<file path="src/rtl/seg_disp_pkg.sv">
// rtl/seg_disp_pkg.sv - shared types, constants and helpers for the segment display arbiter
package seg_disp_pkg;

    localparam int NUM_REQ    = 3;
    localparam int NUM_DIGITS = 8;
    localparam int BCD_DIGITS = 10;

    localparam logic [31:0] ERR_PATTERN = 32'hEEEEEEEE;
    localparam logic [7:0]  BLANK_RST   = 8'hFE;

    typedef enum logic [1:0] {
        IDLE,
        CONV,
        LOAD,
        HOLD
    } state_t;

    // One-hot round-robin pick; search starts just after the last granted index.
    function automatic logic [NUM_REQ-1:0] rr_pick(input logic [NUM_REQ-1:0] valid,
                                                   input logic [1:0]         last);
        logic [NUM_REQ-1:0] grant;
        logic [1:0]         idx;
        grant = '0;
        idx   = last;
        for (int k = 0; k < NUM_REQ; k++) begin
            idx = (idx == 2'(NUM_REQ - 1)) ? 2'd0 : idx + 2'd1;
            if (grant == '0 && valid[idx]) begin
                grant[idx] = 1'b1;
            end
        end
        return grant;
    endfunction

    // Digit 0 is never blanked so a zero value still shows a single "0".
    function automatic logic [NUM_DIGITS-1:0] leading_blank(input logic [4*NUM_DIGITS-1:0] dig);
        logic [NUM_DIGITS-1:0] b;
        logic                  zero_run;
        b        = '0;
        zero_run = 1'b1;
        for (int k = NUM_DIGITS - 1; k > 0; k--) begin
            zero_run = zero_run && (dig[4*k +: 4] == 4'd0);
            b[k]     = zero_run;
        end
        return b;
    endfunction

endpackage

</file>
<file path="src/rtl/bcd_serial_conv.sv">
// rtl/bcd_serial_conv.sv - serial double-dabble binary to BCD, one input bit per cycle
module bcd_serial_conv
    import seg_disp_pkg::*;
(
    input  logic                    clk,
    input  logic                    rst,
    input  logic                    start,
    input  logic [31:0]             data_in,
    output logic                    done,
    output logic [4*BCD_DIGITS-1:0] bcd
);

    logic [31:0]             sh_q;
    logic [4*BCD_DIGITS-1:0] bcd_q;
    logic [4:0]              cnt_q;
    logic                    run_q;
    logic [3:0]              nib;

    // bcd is the post-shift value; it is the final result in the cycle done is high.
    always_comb begin
        nib    = '0;
        bcd    = '0;
        bcd[0] = sh_q[31];
        for (int k = 0; k < BCD_DIGITS; k++) begin
            nib = bcd_q[4*k +: 4];
            if (nib >= 4'd5) begin
                nib = nib + 4'd3;
            end
            for (int b = 0; b < 4; b++) begin
                if (4*k + b + 1 < 4*BCD_DIGITS) begin
                    bcd[4*k + b + 1] = nib[b];
                end
            end
        end
    end

    assign done = run_q && (cnt_q == 5'd31);

    always_ff @(posedge clk or negedge rst) begin
        if (!rst) begin
            sh_q  <= '0;
            bcd_q <= '0;
            cnt_q <= '0;
            run_q <= 1'b0;
        end else if (start) begin
            sh_q  <= data_in;
            bcd_q <= '0;
            cnt_q <= '0;
            run_q <= 1'b1;
        end else if (run_q) begin
            bcd_q <= bcd;
            sh_q  <= {sh_q[30:0], 1'b0};
            cnt_q <= cnt_q + 5'd1;
            if (cnt_q == 5'd31) begin
                run_q <= 1'b0;
            end
        end
    end

endmodule

</file>
<file path="src/rtl/seg_display_arbiter.sv">
// rtl/seg_display_arbiter.sv - round-robin owner selection and formatting for the 8-digit display
module seg_display_arbiter
    import seg_disp_pkg::*;
#(
    parameter int HOLD_CYCLES = 50000000
) (
    input  logic                    clk,
    input  logic                    rst,
    input  logic [NUM_REQ-1:0]      req_valid,
    input  logic [32*NUM_REQ-1:0]   req_data,
    input  logic [NUM_REQ-1:0]      req_hex,
    output logic [NUM_REQ-1:0]      req_ready,
    output logic                    busy,
    output logic [4*NUM_DIGITS-1:0] digits,
    output logic [NUM_DIGITS-1:0]   blank,
    output logic                    disp_en,
    output logic                    ovf,
    output logic [1:0]              src_id
);

    localparam int HW = $clog2(HOLD_CYCLES + 1);

    state_t                  state_q, state_d;
    logic [1:0]              rr_last_q;
    logic [1:0]              idx_q;
    logic [HW-1:0]           hold_q;

    logic [1:0]              win_idx;
    logic [31:0]             win_data;
    logic                    win_hex;
    logic                    xfer;

    logic                    conv_start;
    logic                    conv_done;
    logic [4*BCD_DIGITS-1:0] conv_bcd;
    logic                    load_hex;
    logic                    load_dec;
    logic                    fmt_ovf;
    logic [31:0]             fmt_dig;

    // Only the current owner may re-grant while its hold time runs.
    always_comb begin
        req_ready = '0;
        if (state_q == IDLE) begin
            req_ready = rr_pick(req_valid, rr_last_q);
        end else if (state_q == HOLD) begin
            req_ready = req_valid & (NUM_REQ'(1) << src_id);
        end
    end

    always_comb begin
        win_idx = 2'd0;
        if (req_ready[1]) begin
            win_idx = 2'd1;
        end
        if (req_ready[2]) begin
            win_idx = 2'd2;
        end
    end

    assign win_data = req_data[32*win_idx +: 32];
    assign win_hex  = req_hex[win_idx];
    assign xfer     = |(req_valid & req_ready);

    always_comb begin
        state_d    = state_q;
        busy       = 1'b0;
        conv_start = 1'b0;
        load_hex   = 1'b0;
        load_dec   = 1'b0;
        case (state_q)
            IDLE, HOLD: begin
                if (state_q == HOLD && hold_q <= HW'(1)) begin
                    state_d = IDLE;
                end
                if (xfer) begin
                    if (win_hex) begin
                        state_d  = LOAD;
                        load_hex = 1'b1;
                    end else begin
                        state_d    = CONV;
                        conv_start = 1'b1;
                    end
                end
            end
            CONV: begin
                busy = 1'b1;
                if (conv_done) begin
                    state_d  = LOAD;
                    load_dec = 1'b1;
                end
            end
            LOAD:    state_d = HOLD;
            default: state_d = IDLE;
        endcase
    end

    always_ff @(posedge clk or negedge rst) begin
        if (!rst) begin
            state_q <= IDLE;
        end else begin
            state_q <= state_d;
        end
    end

    bcd_serial_conv u_conv (
        .clk     (clk),
        .rst     (rst),
        .start   (conv_start),
        .data_in (win_data),
        .done    (conv_done),
        .bcd     (conv_bcd)
    );

    assign fmt_ovf = |conv_bcd[4*BCD_DIGITS-1:32];
    assign fmt_dig = fmt_ovf ? ERR_PATTERN : conv_bcd[31:0];

    // Display registers are written on the edge into LOAD so all fields change together.
    always_ff @(posedge clk or negedge rst) begin
        if (!rst) begin
            rr_last_q <= 2'd2;
            idx_q     <= 2'd0;
            hold_q    <= '0;
            digits    <= '0;
            blank     <= BLANK_RST;
            disp_en   <= 1'b0;
            ovf       <= 1'b0;
            src_id    <= 2'd0;
        end else begin
            if (xfer) begin
                rr_last_q <= win_idx;
                idx_q     <= win_idx;
            end
            if (state_q == LOAD) begin
                hold_q <= HW'(HOLD_CYCLES);
            end else if (state_q == HOLD && hold_q != '0) begin
                hold_q <= hold_q - HW'(1);
            end
            if (load_hex) begin
                digits  <= win_data;
                blank   <= leading_blank(win_data);
                ovf     <= 1'b0;
                src_id  <= win_idx;
                disp_en <= 1'b1;
            end else if (load_dec) begin
                digits  <= fmt_dig;
                blank   <= leading_blank(fmt_dig);
                ovf     <= fmt_ovf;
                src_id  <= idx_q;
                disp_en <= 1'b1;
            end
        end
    end

endmodule
</file>
<file path="config.mk">
export PLATFORM = sky130hd
export DESIGN_NAME = seg_display_arbiter
export DESIGN_NICKNAME = d
export VERILOG_FILES = /design/src/rtl/seg_disp_pkg.sv /design/src/rtl/bcd_serial_conv.sv /design/src/rtl/seg_display_arbiter.sv
export SDC_FILE = /design/constraint.sdc
export NUM_CORES = 1
export LEC_CHECK = 0
export ABC_CLOCK_PERIOD_IN_PS = 3000
export CORE_MARGIN = 2
export CORE_UTILIZATION = 56
export CTS_BUF_LIST = sky130_fd_sc_hd__clkbuf_8
export DETAILED_ROUTE_END_ITERATION = 10
export PLACE_DENSITY = 0.84
export SYNTH_ARGS = -nofsm -noshare
export SYNTH_HDL_FRONTEND = slang
export SYNTH_SLANG_ARGS = --single-unit
</file>
<file path="constraint.sdc">
create_clock -name clk -period 3 [get_ports clk]
set_input_delay 0.45 -clock clk [delete_from_list [all_inputs] [get_ports clk]]
set_output_delay 0.45 -clock clk [all_outputs]
set_load 0.05 [all_outputs]
</file>
==> metrics.txt, run 1 <==
Multi-input gate area 4840 µm²; Max Transition Viols Final 0; fin crit period around 2.8 ns; drt via density between 5 and 6; Port Buffers 150; first drt pass iteration count 7; WP data required 3.39 ns; Final period util between 90 and 100%; die height approximately 130 µm; Nets between 1000 and 1500; detailed placement HPWL around 17000 µm; number of synthesized flops with an enable pin 0; M2 GR Usage a little over two fifths; failing checks negative hold slack; Storage cell area between 3000 and 4000 µm²; grt peak-use layer met2; final core utilization between 70% and 80%; CP endpoint kind flip-flop; post-synthesis compound-gate area fraction a little under a fifth; Critical Path Fanout Max 6; first-pass GRT wire length 39500 µm; DR vias between 8000 and 9000; H-tree lvl count 4; mux share of post-synthesis cell area 6.98%; critical path data arrival time between 3 and 4 ns; crit path kind reg2reg; Synth async-reset ratio 100%; slew margin rel. between 50% and 60%; clk_lat worst skew around 0.46 ns; Highest Clock Rate around 0.36 GHz; layout cells sized above 1 between 8 and 9%; GRT met1 Usage between 40 and 50%; IO Pins approximately 150; Final Hold Viols 18; Avg Inst Size Synth 8.98 µm²; Hold WC Path Type in2async; TritonCTS Buffers 17; clk_skew roughly 0.012 ns; post-place setup slack around 0.1 ns; Lkg Pwr 0.00468 µW; GRT Residual Overflow 0; Synth Area in Adders ~3.9%; Sink Count ~150; synth unique cells 70; GRT Total Usage ~28%; Chip Width around 130 µm; fillcell total about 1200; CTS tree done; worst slew pin tran 0.690 ns; vias in the first global route ~8000; row count 46; Peak supply drop about 0.57 mV; cell area after synthesis about 9000 µm²; post-route ant nets 0; worst setup margin between 0.15 and 0.2 ns; Root Buffer clkbuf_8; Max Cap Viol 0; status complete, but fails checks; Mapped Cells around 1000; wire per inst between 15 and 20 µm; CTS clk-pin slew, worst paths 0.08 ns; hold_buf cts 0; synth-to-layout area growth 24.7%; synth warn 0; Bufs on Longest Clock Path 2; initial core utilization approximately 57%; drt initial violations 786; core box area approximately 16000 µm²; Final Setup Violations 0; hold_ws -0.00784 ns; GPL Wtd Cong between 0.9 and 1; Die ar. 17200 µm²; Most used DFF post-synth dfrtp_1; Seq/Total Area, Yosys a little over two fifths; initial antenna violation count 0; residual DRC count 0; M3 GR Usage under 10%; Synth Area in XOR/XNOR 3.09%; pin count of the biggest net entering global routing 66; simple-gate area share of the yosys netlist 20.3%; main combinational cell family by area after synthesis simple AND/OR/NAND/NOR gates; post-synthesis net count about 1100; Antenna Cells 0; Critical Path Source Type flip-flop; #FFs+latches synth 152; final wirelength roughly 24000 µm; pwr dens 1110 nW/µm²
[worst paths after layout]
path | from | end | slack (ns) | cells after the start
min in group clk | idx_q[1]$_DFFE_PN0P_ | idx_q[1]$_DFFE_PN0P_ | 0.50 | 2
max reg2reg | u_conv.bcd_q[28]$_DFFE_PN0P_ | blank[3]$_DFFE_PN1P_ | 0.19 | 10
min | rst | u_conv.cnt_q[2]$_DFFE_PN0P_ | -0.008 | 1
max | u_conv.bcd_q[28]$_DFFE_PN0P_ | blank[3]$_DFFE_PN1P_ | 0.19 | 10
min reg2reg | idx_q[1]$_DFFE_PN0P_ | idx_q[1]$_DFFE_PN0P_ | 0.50 | 2
max in group asynchronous | rst | rr_last_q[1]$_DFFE_PN1P_ | 2.28 | 2
[worst max-delay path, stage by stage (launching register included)]
cell,delay (ns)
dfrtp_1,0.44
inv_1,0.12
ha_1,0.24
nand2b_1,0.09
a21o_1,0.24
or3_4,0.37
a2111oi_4,0.47
nand3_2,0.20
nor4_4,0.23
a221oi_1,0.19
nor2_1,0.14
[placed cells by master, fill, tap and decap left out, drive strengths merged, types with 13 or more instances in the layout]
cell type / synthesis / routed
o21ai: 81 / 81
nor3: 34 / 34
nor2b: 29 / 29
inv: 35 / 39
xnor2: 25 / 25
dfrtp: 144 / 144
clkdlybuf4s50: 0 / 146
a21oi: 102 / 102
clkbuf: 37 / 20
nand2: 73 / 73
nand2b: 19 / 19
buf: 29 / 31
or3: 18 / 18
o211ai: 13 / 13
nor2: 100 / 100
a211oi: 42 / 42
mux2i: 61 / 61
ha: 28 / 28
nor3b: 16 / 16
nor4: 13 / 13
[per-stage QoR]
stage / instance area, µm² / cells / power [µW] / TNS, ns
floorplan: 9070 / 1011 / 8680 / 0
global placement: 10900 / 1337 / 10500 / 0
detailed placement: 10900 / 1337 / 10800 / 0
CTS: 11300 / 1369 / 12500 / 0
global route: 11300 / 1370 / 13400 / -0.00906
finish: 11300 / 1370 / 12600 / 0
[per-layer routing]
layer	wire (µm)	up-vias	part of all wire (%)
met1	11000	3903	46
li1	-	3867	-
met2	11000	292	46
met4	477	0	2.0
met3	1350	40	5.7
met5	0	-	0
[area by class of cell]
cell class | instances | share of cell area (%)
repair buffers | 177 | 16.1
inverters | 35 | 1.16
clock buffers | 20 | 2.43
multi-input cells | 758 | 42.8
flip-flops and latches | 152 | 33.7
clock inverters | 12 | 1.39
well taps | 216 | 2.39
[synth_stat cells (16+ instances only)]
master      n  area share (%)
buf_2      16            0.88
or3_1      17             1.2
ha_1       28             3.9
clkbuf_1   36             1.5
dfrtp_1   144              40
nor3_1     32             1.8
nor2_1     99             4.1
mux2i_1    61             6.7
o21ai_0    79             4.4
inv_1      34             1.4
nor2b_1    29             2.0
xnor2_1    25             2.4
a21oi_1   102             5.6
nand2b_1   18             1.2
a211oi_1   42             3.5
nand2_1    73             3.0
[kinds of logic (layout without fill, tap and decap cells)]
| group | count (synthesis) | after routing |
|---|---|---|
| buffers and inverters | 101 | 244 |
| xor gates and xnor gates | 32 | 32 |
| muxes | 63 | 63 |
| and+or+nand+nor | 352 | 352 |
| other | 1 | 1 |
| DFF | 152 | 152 |
| AOI/OAI and AO/OA | 282 | 282 |
| adders and majority gates | 28 | 28 |
[flip-flops by register name, summed over array words and instances (netlist names)]
| name | cells |
|---|---|
| hold_q | 26 |
| u_conv.cnt_q | 5 |
| src_id | 2 |
| idx_q | 1 |
| u_conv.sh_q | 32 |
| rr_last_q | 2 |
| ovf | 1 |
| blank | 7 |
| u_conv.run_q | 1 |
| state_q | 2 |
| digits | 32 |
| disp_en | 1 |
| u_conv.bcd_q | 40 |
[what timing repair did]
| item | in CTS | in global routing |
|---|---|---|
| endpoints found under the setup margin | 0 | 2 |
| hold endpoints to repair | 0 | 0 |
| setup buffers | 0 | 1 |
| gates resized for setup | 0 | 1 |
[where the power goes]
group          switching, µW  internal [µW]  total (µW)
sequential               777           2990        3770
combinational           4250           2830        7080
clock                    743            957        1700
Note: power is estimated with default switching activity, not from simulation.
==> run 2: changes to the inputs <==
--- a/config.mk
+++ b/config.mk
@@ -14,3 +14,4 @@
 export SYNTH_ARGS = -nofsm -noshare
 export SYNTH_HDL_FRONTEND = slang
 export SYNTH_SLANG_ARGS = --single-unit
+export TNS_END_PERCENT = 20
==> results of run 2 <==
The final DEF is identical to that of run 1; final timing and power are the same.
